$ cat src/rtl/mbist_fail_log_pkg.sv
`default_nettype none
// ============================================================================
// Module      : mbist_fail_log_pkg
// Description : Shared MBIST constants. Holds the fail-log FSM state encoding
//               and the default log geometry. Used by mbist_fail_log and
//               alongside mbist_top.
// Ports       : none (package)
// Revision    : 1.0 - initial release
// ============================================================================
package mbist_fail_log_pkg;

    localparam int c_ADDR_DEFAULT  = 6;
    localparam int c_DEPTH_DEFAULT = 8;
    localparam int c_CNT_W_DEFAULT = 8;

    typedef enum logic [1:0] {
        IDLE    = 2'b00,
        CAPTURE = 2'b01,
        DONE    = 2'b10
    } state_t;

endpackage
`default_nettype wire

$ cat src/rtl/mbist_fail_log_if.sv
`default_nettype none
// ============================================================================
// Module      : mbist_fail_log_if
// Description : Bundle of BIST compare inputs and fail-log readout signals.
// Ports       : slave  - the fail logger (consumes BIST traffic, drives log)
//               master - the BIST controller / readout agent
//               mode, rd_stb, addr_bist, exp_data, mem_d_out, bist_done,
//               log_pop (master -> slave); log_valid, log_addr, log_exp,
//               log_cnt, fail_cnt, overflow, diag_done (slave -> master)
// Revision    : 1.0 - initial release
// ============================================================================
interface mbist_fail_log_if
    import mbist_fail_log_pkg::*;
#(
    parameter int ADDR  = c_ADDR_DEFAULT,
    parameter int DEPTH = c_DEPTH_DEFAULT,
    parameter int CNT_W = c_CNT_W_DEFAULT
);
    logic                     mode;
    logic                     rd_stb;
    logic [ADDR-1:0]          addr_bist;
    logic                     exp_data;
    logic                     mem_d_out;
    logic                     bist_done;
    logic                     log_pop;

    logic                     log_valid;
    logic [ADDR-1:0]          log_addr;
    logic                     log_exp;
    logic [$clog2(DEPTH):0]   log_cnt;
    logic [CNT_W-1:0]         fail_cnt;
    logic                     overflow;
    logic                     diag_done;

    modport slave (
        input  mode, rd_stb, addr_bist, exp_data, mem_d_out, bist_done, log_pop,
        output log_valid, log_addr, log_exp, log_cnt, fail_cnt, overflow, diag_done
    );

    modport master (
        output mode, rd_stb, addr_bist, exp_data, mem_d_out, bist_done, log_pop,
        input  log_valid, log_addr, log_exp, log_cnt, fail_cnt, overflow, diag_done
    );

endinterface
`default_nettype wire

$ cat src/rtl/mbist_log_fifo.sv
`default_nettype none
// ============================================================================
// Module      : mbist_log_fifo
// Description : Synchronous-write FIFO holding failure-log entries.
//               DEPTH must be a power of two (>= 2) so pointers wrap freely.
// Ports       : clk, rst_n  - clock, async active-low reset
//               i_clr       - synchronous flush (pointers and count to 0)
//               i_push/i_wdata - write request/data (ignored when full)
//               i_pop       - read request (ignored when empty)
//               o_rdata     - head entry; o_count, o_full, o_empty - status
// Revision    : 1.0 - initial release
// ============================================================================
module mbist_log_fifo #(
    parameter int WIDTH = 7,
    parameter int DEPTH = 8
) (
    input  logic                   clk,
    input  logic                   rst_n,
    input  logic                   i_clr,
    input  logic                   i_push,
    input  logic [WIDTH-1:0]       i_wdata,
    input  logic                   i_pop,
    output logic [WIDTH-1:0]       o_rdata,
    output logic [$clog2(DEPTH):0] o_count,
    output logic                   o_full,
    output logic                   o_empty
);
    localparam int PW = $clog2(DEPTH);
    localparam int CW = PW + 1;

    logic [WIDTH-1:0] r_mem [DEPTH];
    logic [PW-1:0]    r_wr_ptr;
    logic [PW-1:0]    r_rd_ptr;
    logic [CW-1:0]    r_count;
    logic             w_wr_en;
    logic             w_rd_en;

    assign w_wr_en = i_push && !o_full;
    assign w_rd_en = i_pop && !o_empty;

    // Storage is not reset; validity is tracked entirely by r_count.
    always_ff @(posedge clk) begin
        if (w_wr_en) begin
            r_mem[r_wr_ptr] <= i_wdata;
        end
    end

    always_ff @(posedge clk or negedge rst_n) begin
        if (!rst_n) begin
            r_wr_ptr <= '0;
            r_rd_ptr <= '0;
            r_count  <= '0;
        end else if (i_clr) begin
            r_wr_ptr <= '0;
            r_rd_ptr <= '0;
            r_count  <= '0;
        end else begin
            if (w_wr_en) r_wr_ptr <= r_wr_ptr + PW'(1);
            if (w_rd_en) r_rd_ptr <= r_rd_ptr + PW'(1);
            case ({w_wr_en, w_rd_en})
                2'b10:   r_count <= r_count + CW'(1);
                2'b01:   r_count <= r_count - CW'(1);
                default: r_count <= r_count;
            endcase
        end
    end

    assign o_rdata = r_mem[r_rd_ptr];
    assign o_count = r_count;
    assign o_full  = (r_count == CW'(DEPTH));
    assign o_empty = (r_count == '0);

endmodule
`default_nettype wire

$ cat src/rtl/mbist_fail_log.sv
`default_nettype none
// ============================================================================
// Module      : mbist_fail_log
// Description : MBIST failure logger. Compares RAM read data against the
//               BIST expected value (read latency 1), counts mismatches,
//               logs distinct failing addresses into a FIFO and freezes the
//               log for readout once BIST completes.
// Ports       : clk    - system clock
//               rst_n  - async active-low reset
//               bus_if - mbist_fail_log_if.slave (BIST inputs, log readout)
// Revision    : 1.0 - initial release
// ============================================================================
module mbist_fail_log
    import mbist_fail_log_pkg::*;
#(
    parameter int ADDR  = c_ADDR_DEFAULT,
    parameter int DEPTH = c_DEPTH_DEFAULT,
    parameter int CNT_W = c_CNT_W_DEFAULT
) (
    input  logic            clk,
    input  logic            rst_n,
    mbist_fail_log_if.slave bus_if
);
    localparam int LCW = $clog2(DEPTH) + 1;

    state_t           r_state;
    state_t           w_next;
    logic             w_enter;

    logic             r_stb_d;
    logic [ADDR-1:0]  r_addr_d;
    logic             r_exp_d;

    logic [CNT_W-1:0] r_fail_cnt;
    logic             r_overflow;
    logic [ADDR-1:0]  r_last_addr;
    logic             r_last_vld;

    logic             w_mismatch;
    logic             w_dup;
    logic             w_push;
    logic             w_pop;
    logic             w_full;
    logic             w_empty;
    logic             w_log_valid;
    logic [ADDR:0]    w_head;
    logic [LCW-1:0]   w_count;

    // ---------------- FSM ----------------
    always_ff @(posedge clk or negedge rst_n) begin
        if (!rst_n) r_state <= IDLE;
        else        r_state <= w_next;
    end

    always_comb begin
        w_next  = r_state;
        w_enter = 1'b0;
        case (r_state)
            IDLE: begin
                if (bus_if.mode && !bus_if.bist_done) begin
                    w_next  = CAPTURE;
                    w_enter = 1'b1;
                end
            end
            CAPTURE: begin
                if (!bus_if.mode)          w_next = IDLE;
                else if (bus_if.bist_done) w_next = DONE;
            end
            DONE: begin
                if (!bus_if.mode) w_next = IDLE;
            end
            default: w_next = IDLE;
        endcase
    end

    // ---------------- compare pipeline (RAM read latency 1) ----------------
    always_ff @(posedge clk or negedge rst_n) begin
        if (!rst_n) begin
            r_stb_d  <= 1'b0;
            r_addr_d <= '0;
            r_exp_d  <= 1'b0;
        end else begin
            r_stb_d  <= bus_if.rd_stb;
            r_addr_d <= bus_if.addr_bist;
            r_exp_d  <= bus_if.exp_data;
        end
    end

    // The compare of the last read is still live in the cycle bist_done is
    // sampled, because the state only leaves CAPTURE on that edge.
    assign w_mismatch = (r_state == CAPTURE) && bus_if.mode && r_stb_d &&
                        (bus_if.mem_d_out != r_exp_d);
    assign w_dup      = r_last_vld && (r_addr_d == r_last_addr);
    assign w_push     = w_mismatch && !w_dup && !w_full;

    // ---------------- counters / duplicate tracking ----------------
    always_ff @(posedge clk or negedge rst_n) begin
        if (!rst_n) begin
            r_fail_cnt  <= '0;
            r_overflow  <= 1'b0;
            r_last_addr <= '0;
            r_last_vld  <= 1'b0;
        end else if (w_enter) begin
            r_fail_cnt  <= '0;
            r_overflow  <= 1'b0;
            r_last_vld  <= 1'b0;
        end else if (w_mismatch) begin
            if (r_fail_cnt != '1) r_fail_cnt <= r_fail_cnt + CNT_W'(1);
            // A dropped entry was never pushed, so it does not become the
            // duplicate-suppression reference.
            if (!w_dup) begin
                if (w_full) begin
                    r_overflow <= 1'b1;
                end else begin
                    r_last_addr <= r_addr_d;
                    r_last_vld  <= 1'b1;
                end
            end
        end
    end

    // ---------------- entry storage ----------------
    assign w_pop = bus_if.log_pop && w_log_valid;

    mbist_log_fifo #(
        .WIDTH (ADDR + 1),
        .DEPTH (DEPTH)
    ) u_fifo (
        .clk     (clk),
        .rst_n   (rst_n),
        .i_clr   (w_enter),
        .i_push  (w_push),
        .i_wdata ({r_addr_d, r_exp_d}),
        .i_pop   (w_pop),
        .o_rdata (w_head),
        .o_count (w_count),
        .o_full  (w_full),
        .o_empty (w_empty)
    );

    // ---------------- outputs ----------------
    assign w_log_valid      = (r_state == DONE) && !w_empty;
    // Head is masked so stale, unreset storage never shows on the outputs.
    assign bus_if.log_valid = w_log_valid;
    assign bus_if.log_addr  = w_log_valid ? w_head[ADDR:1] : '0;
    assign bus_if.log_exp   = w_log_valid ? w_head[0] : 1'b0;
    assign bus_if.log_cnt   = w_count;
    assign bus_if.fail_cnt  = r_fail_cnt;
    assign bus_if.overflow  = r_overflow;
    assign bus_if.diag_done = (r_state == DONE);

endmodule
`default_nettype wire
$ cat src/flat_wrapper.sv
// flat-port wrapper written by rule: the top's interface ports become plain ports
module mbist_fail_log_flat import mbist_fail_log_pkg::*;
#(
    parameter int ADDR  = c_ADDR_DEFAULT,
    parameter int DEPTH = c_DEPTH_DEFAULT,
    parameter int CNT_W = c_CNT_W_DEFAULT
)
  (clk, rst_n, bus_if_mode, bus_if_rd_stb, bus_if_addr_bist, bus_if_exp_data, bus_if_mem_d_out, bus_if_bist_done, bus_if_log_pop, bus_if_log_valid, bus_if_log_addr, bus_if_log_exp, bus_if_log_cnt, bus_if_fail_cnt, bus_if_overflow, bus_if_diag_done);
  mbist_fail_log_if #(.ADDR(ADDR), .DEPTH(DEPTH), .CNT_W(CNT_W)) bus_if_i ();
  input  logic clk;
  input  logic rst_n;
  input wire logic [$bits(bus_if_i.mode)-1:0] bus_if_mode;
  input wire logic [$bits(bus_if_i.rd_stb)-1:0] bus_if_rd_stb;
  input wire logic [$bits(bus_if_i.addr_bist)-1:0] bus_if_addr_bist;
  input wire logic [$bits(bus_if_i.exp_data)-1:0] bus_if_exp_data;
  input wire logic [$bits(bus_if_i.mem_d_out)-1:0] bus_if_mem_d_out;
  input wire logic [$bits(bus_if_i.bist_done)-1:0] bus_if_bist_done;
  input wire logic [$bits(bus_if_i.log_pop)-1:0] bus_if_log_pop;
  output wire logic [$bits(bus_if_i.log_valid)-1:0] bus_if_log_valid;
  output wire logic [$bits(bus_if_i.log_addr)-1:0] bus_if_log_addr;
  output wire logic [$bits(bus_if_i.log_exp)-1:0] bus_if_log_exp;
  output wire logic [$bits(bus_if_i.log_cnt)-1:0] bus_if_log_cnt;
  output wire logic [$bits(bus_if_i.fail_cnt)-1:0] bus_if_fail_cnt;
  output wire logic [$bits(bus_if_i.overflow)-1:0] bus_if_overflow;
  output wire logic [$bits(bus_if_i.diag_done)-1:0] bus_if_diag_done;
  assign bus_if_i.mode = bus_if_mode;
  assign bus_if_i.rd_stb = bus_if_rd_stb;
  assign bus_if_i.addr_bist = bus_if_addr_bist;
  assign bus_if_i.exp_data = bus_if_exp_data;
  assign bus_if_i.mem_d_out = bus_if_mem_d_out;
  assign bus_if_i.bist_done = bus_if_bist_done;
  assign bus_if_i.log_pop = bus_if_log_pop;
  assign bus_if_log_valid = bus_if_i.log_valid;
  assign bus_if_log_addr = bus_if_i.log_addr;
  assign bus_if_log_exp = bus_if_i.log_exp;
  assign bus_if_log_cnt = bus_if_i.log_cnt;
  assign bus_if_fail_cnt = bus_if_i.fail_cnt;
  assign bus_if_overflow = bus_if_i.overflow;
  assign bus_if_diag_done = bus_if_i.diag_done;
  mbist_fail_log #(.ADDR(ADDR), .DEPTH(DEPTH), .CNT_W(CNT_W)) u_core (.clk(clk), .rst_n(rst_n), .bus_if(bus_if_i));
endmodule
$ cat config.mk
export PLATFORM = sky130hd
export DESIGN_NAME = mbist_fail_log_flat
export DESIGN_NICKNAME = d
export VERILOG_FILES = /design/src/rtl/mbist_fail_log_pkg.sv /design/src/rtl/mbist_fail_log_if.sv /design/src/rtl/mbist_log_fifo.sv /design/src/rtl/mbist_fail_log.sv /design/src/flat_wrapper.sv
export SDC_FILE = /design/constraint.sdc
export NUM_CORES = 1
export LEC_CHECK = 0
export CORE_MARGIN = 2
export CORE_UTILIZATION = 55
export CTS_CLUSTER_SIZE = 40
export DETAILED_ROUTE_END_ITERATION = 16
export PLACE_DENSITY = 0.77
export REMOVE_ABC_BUFFERS = 1
export SLEW_MARGIN = 40
export SYNTH_ARGS = -nofsm -noshare
export SYNTH_HDL_FRONTEND = slang
export SYNTH_SLANG_ARGS = --single-unit
$ cat constraint.sdc
create_clock -name clk -period 2.7 [get_ports clk]
set_input_delay 0.54 -clock clk [delete_from_list [all_inputs] [get_ports clk]]
set_output_delay 0.54 -clock clk [all_outputs]
set_load 0.03 [all_outputs]
## After elaboration in Yosys (flattened, before gate mapping)

Memories as Yosys holds them, arrays and structs flattened.
Cells that the tools add are included.

| operators by class | value |
|---|---|
| multiplexer cells | 28 |
| $add $sub $neg | 5 |
| reductions and logical operators | 28 |
| bitwise operators | 3 |
| equality and inequality tests | 13 |

Operators with widths:

| cell | count |
|---|---|
| 2-to-1 mux 8 bit | 3 |
| 2-to-1 mux 1 bit | 13 |
| 2-to-1 mux 3 bit | 4 |
| logical AND 1 bit | 11 |
| nonzero test 2 bit | 5 |
| AND reduction 3 bit | 3 |
| adder 8 x 1 -> 8 bit (second input constant) | 1 |
| 2-to-1 mux 2 bit | 4 |
| != test 8 bit (second input constant) | 1 |
| one-hot mux 4 bit (2 select lines) | 1 |
| adder 3 x 1 -> 3 bit (second input constant) | 2 |
| == test 6 bit | 1 |
| 2-to-1 mux 6 bit | 1 |
| != test 2 bit (second input constant) | 3 |
| one-hot mux 2 bit (3 select lines) | 1 |
| adder 4 x 1 -> 4 bit (second input constant) | 1 |
| == test 2 x 1 -> 1 bit (second input constant) | 2 |
| == test 2 bit (second input constant) | 2 |
| == test 4 bit (second input constant) | 1 |
| zero test 1 bit | 4 |
| zero test 4 bit | 1 |
| 2-to-1 mux 4 bit | 1 |
| AND reduction 4 bit | 1 |
| subtractor 4 x 1 -> 4 bit (second input constant) | 1 |
| other kinds (7) | 9 |

| word-level totals | value |
|---|---|
| bits in writable memories | 56 |
| input port bits | 14 |
| word-level logic and storage cells | 89 |
| register bits | 36 |
| output and inout port bits | 22 |
| memories kept | 1 |

Memory list:

| memory | depth | bits a word | read ports | clocked after Yosys merged registers in | wr ports | line | source |
|---|---|---|---|---|---|---|---|
| u_core.u_fifo.r_mem | 8 | 7 | 1 | 0 | 1 | mbist_log_fifo.sv:31 | `logic [WIDTH-1:0] r_mem [DEPTH];` |

## Longest topological paths before layout

| logic depth | value |
|---|---|
| depth after elaboration | 10 |
| mapped depth | 9 |

## Cells and area by module

From an unflattened synthesis, not the netlist that was laid out.

| second synthesis, totals | value |
|---|---|
| cell total of the unflattened synthesis | 260 |
| area total of the unflattened synthesis | 4001.3 µm² |

By module, submodules not included:

| module | cells an instance | instances | area each (µm²) |
|---|---|---|---|
| mbist_log_fifo | 156 | 1 | 2806.4 |
| mbist_fail_log | 104 | 1 | 1194.9 |

## Least setup slack after synthesis

Ideal clock, no wire load.

| timing path | value |
|---|---|
| kind | input to register |
| from | in bus_if_mem_d_out |
| to | mem u_core.u_fifo.r_mem[2][0] (enable) |
| arrival | 1928 ps |
| path slack | 390 ps |
| stages on the path | 5 |
| required time | 2318 ps |
| setup time | 382 ps |
| path through | xnor2_1 nor2_8 o211ai_4 or2_1 nor3b_1 |

| between the ends | value |
|---|---|
| word-level cells in the longest chain between the ends | 7 |

RTL lines:

| what | line | source |
|---|---|---|
| start: declaration | flat_wrapper.sv:16 | `input wire logic [$bits(bus_if_i.mem_d_out)-1:0] bus_if_mem_d_out;` |
| != test 1 bit | mbist_fail_log.sv:92 | `(bus_if.mem_d_out != r_exp_d);` |
| logical AND 1 bit | mbist_fail_log.sv:91 | `assign w_mismatch = (r_state == CAPTURE) && bus_if.mode && r_stb_d &&` |
| logical AND 1 bit (2 in series) | mbist_fail_log.sv:94 | `assign w_push = w_mismatch && !w_dup && !w_full;` |
| logical AND 1 bit | mbist_log_fifo.sv:38 | `assign w_wr_en = i_push && !o_full;` |
| 2-to-1 mux 1 bit | mbist_log_fifo.sv:43 | `if (w_wr_en) begin` |
| 2-to-1 mux 1 bit (not written as such) | mbist_log_fifo.sv:44 | `r_mem[r_wr_ptr] <= i_wdata;` |
| end: declaration | mbist_log_fifo.sv:31 |  |

Every way passes these cells.

## Worst setup path after layout

| timing path | value |
|---|---|
| from | reg u_core.u_fifo.r_rd_ptr[0] |
| to | out bus_if_log_addr[4] |

| between the ends | value |
|---|---|
| word-level cells in the longest chain between the ends | 2 |

RTL lines:

| what | line | source |
|---|---|---|
| start: declaration | mbist_log_fifo.sv:33 | `logic [PW-1:0] r_rd_ptr;` |
| start signal: assignment | mbist_log_fifo.sv:59 | `if (w_rd_en) r_rd_ptr <= r_rd_ptr + PW'(1);` |
| memory read (8 x 7 bit) | - |  |
| 2-to-1 mux 6 bit | mbist_fail_log.sv:145 | `assign bus_if.log_addr = w_log_valid ? w_head[ADDR:1] : '0;` |
| end: declaration | flat_wrapper.sv:20 | `output wire logic [$bits(bus_if_i.log_addr)-1:0] bus_if_log_addr;` |

Every way passes these cells.

==> run metrics <==
Final Setup Violations 0; global-route wire length before repair 11500 microns; core area 6870 sq um; DR pass1 iterations 4; CTS tree yes; vias in the first global route roughly 2200; Sw Ratio 24.2%; CTS Hold Buffers Added 0; Simple-Gate Fraction of Synth Area around a tenth; Synth Area in Adders 1.85%; CP max FO 14; Post-synth ARST share 39.1%; post-DP HPWL between 4000 and 5000 microns; final period utilization 95.1%; Syn Inst Count about 250; initial antenna violation count 0; Avg WL per Cell 17.5 microns; Max-Cap Viols 0; Final Max Slew Viols 0; routability cong. 0.773; CTS Buf Count 9; CTS Buffer Depth 2; FMAX 390 MHz; Lkg Pwr ~0.0018 uW; outcome complete, no violations; Root Buffer Master clkbuf_8; crit path capture type primary output; setup TNS 0 ns; Mean Syn Cell Area 15.5 sq um; die extent in y 88.5 microns; DIE WIDTH 88.5 microns; Switch Pwr 651 uW; CP peak stage delay 0.51 ns; P&R area growth vs syn 18.0%; xor/xnor share of the synthesized area 3.79%; largest family of logic cells by synthesized area multiplexers; sequential fraction of the synthesis area 65.8%; mux cell area share after synthesis 12.6%; antenna cells 0; FP Rows 30; YS warnings 0; # clock sinks 92; Clk pwr share a little under a third; via count 2258; post-route ant nets 0; Peak VDD IR 372 uV; gr ovfl total 0; worst skew pair latency roughly 0.35 ns; RSZ-0062 raised after global routing false; Post-synth EDFFs 56; H-Tree Depth 3; worst min-delay path class in -> async; via density per instance 5.59; CP required 2.16 ns; I/O pin count 36; number of I/O port buffers 35; fill count 476; Final Routed Wirelength 7050 microns; critical path class reg -> out; Synth Area in Compound Gates 3.79%; DRC viols 0; min cycle time layout 2.57 ns; Main synth FF type edfxtp_1; CP cell instances buf_12 > mux4_2 > mux2i_1 > nor2_1 > dlygate4sd2_1; share of cells above drive strength 1 a little under a fifth; Post-Syn Area ~3900 sq um; overall power between 2000 and 3000 uW; total track usage 20.5%; register bit total from synthesis between 90 and 100; Critical Path AT approximately 2.0 ns; die area approximately 7800 sq um; Final #Nets roughly 320; post-placement cell area 4460 sq um; initial core utilization a little under three fifths; fin area 4640 sq um; library cells used by synthesis 44; DR iter-0 viols roughly 140; startpoint types flop; Seq pwr share 59.5%; logic gate share of total power approximately 8.7%; largest net degree at the start of global routing 37; critical path's slowest cell mux4_2; clock-pin slew on the worst setup and hold paths around 0.09 ns; clock skew roughly 0.0078 ns; WHS 0.133 ns; Cell Int Power 2030 uW; Cell Pwr Density 579 nW/um^2; Slew headroom 59.9%; Fin. Hold Viols 0; Tightest Pin Transition 0.597 ns
## per-stage QoR
step           instances  worst slack [ns]  utilization (%)
3_3_place_gp         388             0.216             64.9
3_5_place_dp         388             0.166             64.9
2_1_floorplan        243             0.303                -
6_report             404             0.133             67.5
4_1_cts              404            0.0513             67.4
5_1_grt              404           0.00666             67.5
## layout make-up
cell class                      count  area (sq um)  share of cell area, %
Inverter                            8          30.0                  0.648
Sequential cell                    92          2580                   55.7
Clock inverter                      6          45.0                  0.972
Multi-Input combinational cell    143          1260                   27.3
Tap cell                           96           120                   2.59
Timing Repair Buffer               49           455                   9.82
Clock buffer                       10           138                   2.97
## layer usage
| metal | global-route usage, % | share of wire (%) | wire (microns) | up-vias |
|---|---|---|---|---|
| met3 | 3.82 | 5.5 | 385 | 14 |
| met4 | 9.50 | 2.1 | 149 | 0 |
| li1 | - | - | - | 1056 |
| met2 | 32.3 | 49 | 3430 | 65 |
| met1 | 28.3 | 44 | 3090 | 1123 |
| met5 | 0 | 0 | 0 | - |
## critical path: cells and delay by family (launching register included)
kind | cells | cell delay [ns]
DFF | 1 | 0.41
muxes | 2 | 0.68
and+or+nand+nor | 1 | 0.05
buffers and inverters | 2 | 0.53
## power groups by stage
stage          sequential (uW)  clock (uW)  combinational [uW]
2_1_floorplan             1630           0                 134
3_3_place_gp              1620           0                 233
3_5_place_dp              1630           0                 238
4_1_cts                   1600         878                 239
5_1_grt                   1610         939                 258
6_report                  1600         854                 234
## layout by cell type (no fill, tap or decap), drive strengths merged, types with 2 or more instances in the layout
cell and count:
clkdlybuf4s50 26, mux2 6, xor2 7, inv 12, nand2b 3, nor2 23
dlygate4sd2 8, mux2i 11, clkbuf 10, dfrtp 36, nand3 8, buf 15
o211ai 2, o21a 2, or3 2, xnor2 10, edfxtp 56, o21ai 6
a21oi 6, a211oi 2, and3b 2, nor3 4, mux4 14, ha 5
nor3b 4, nand4 5, nand2 8
## kinds of logic after synthesis
group | Yosys count
DFF | 92
and+or+nand+nor | 68
muxes | 31
AOI/OAI and AO/OA | 21
buffers and inverters | 18
xor gates and xnor gates | 17
adders and majority gates | 6
## cell usage after synthesis, types with 5 or more instances
library cell,count,area share [%]
dfrtp_1,36,23
nor2_1,21,2.0
nand3_1,8,1.0
mux2_2,6,1.7
mux2i_1,11,2.8
inv_1,8,0.76
xor2_1,7,1.6
nand4_1,5,0.80
ha_1,5,1.6
a21oi_1,6,0.76
xnor2_1,10,2.2
o21ai_0,6,0.76
edfxtp_1,56,43
mux4_2,14,8.0
nand2_1,8,0.76
## what timing repair did
item                       CTS  global route
hold endpoints to repair     0             0
setup buffers                0             0
cloned                       0             0
gates resized for setup      8             1
setup endpoints to repair    8             6
## worst paths after layout
check	startpoint	cells after the start	to	slack, ns
min	rst_n	1	u_core.bus_if.fail_cnt[4]$_DFFE_PN0P_	0.13
min in group clk	u_core.r_last_addr[5]$_DFFE_PN0P_	1	u_core.r_last_addr[5]$_DFFE_PN0P_	0.54
max in group asynchronous	rst_n	1	u_core.u_fifo.r_rd_ptr[0]$_DFFE_PN0P_	2.22
min reg2reg	u_core.r_last_addr[5]$_DFFE_PN0P_	1	u_core.r_last_addr[5]$_DFFE_PN0P_	0.54
max	u_core.u_fifo.r_rd_ptr[0]$_DFFE_PN0P_	5	bus_if_log_addr[4]	0.13
max reg2reg	u_core.r_exp_d$_DFF_PN0_	6	u_core.u_fifo.r_mem[4][3]$_DFFE_PP_	0.58
## sequential cells by signal, summed over array words and instances, names as in the netlist
signal,cells
u_core.bus_if.fail_cnt,8
u_core.bus_if.overflow,1
u_core.r_addr_d,6
u_core.r_exp_d,1
u_core.r_last_addr,6
u_core.r_last_vld,1
u_core.r_state,2
u_core.r_stb_d,1
u_core.u_fifo.o_count,4
u_core.u_fifo.r_mem,56
u_core.u_fifo.r_rd_ptr,3
u_core.u_fifo.r_wr_ptr,3
(Power assumes the default switching activity.)
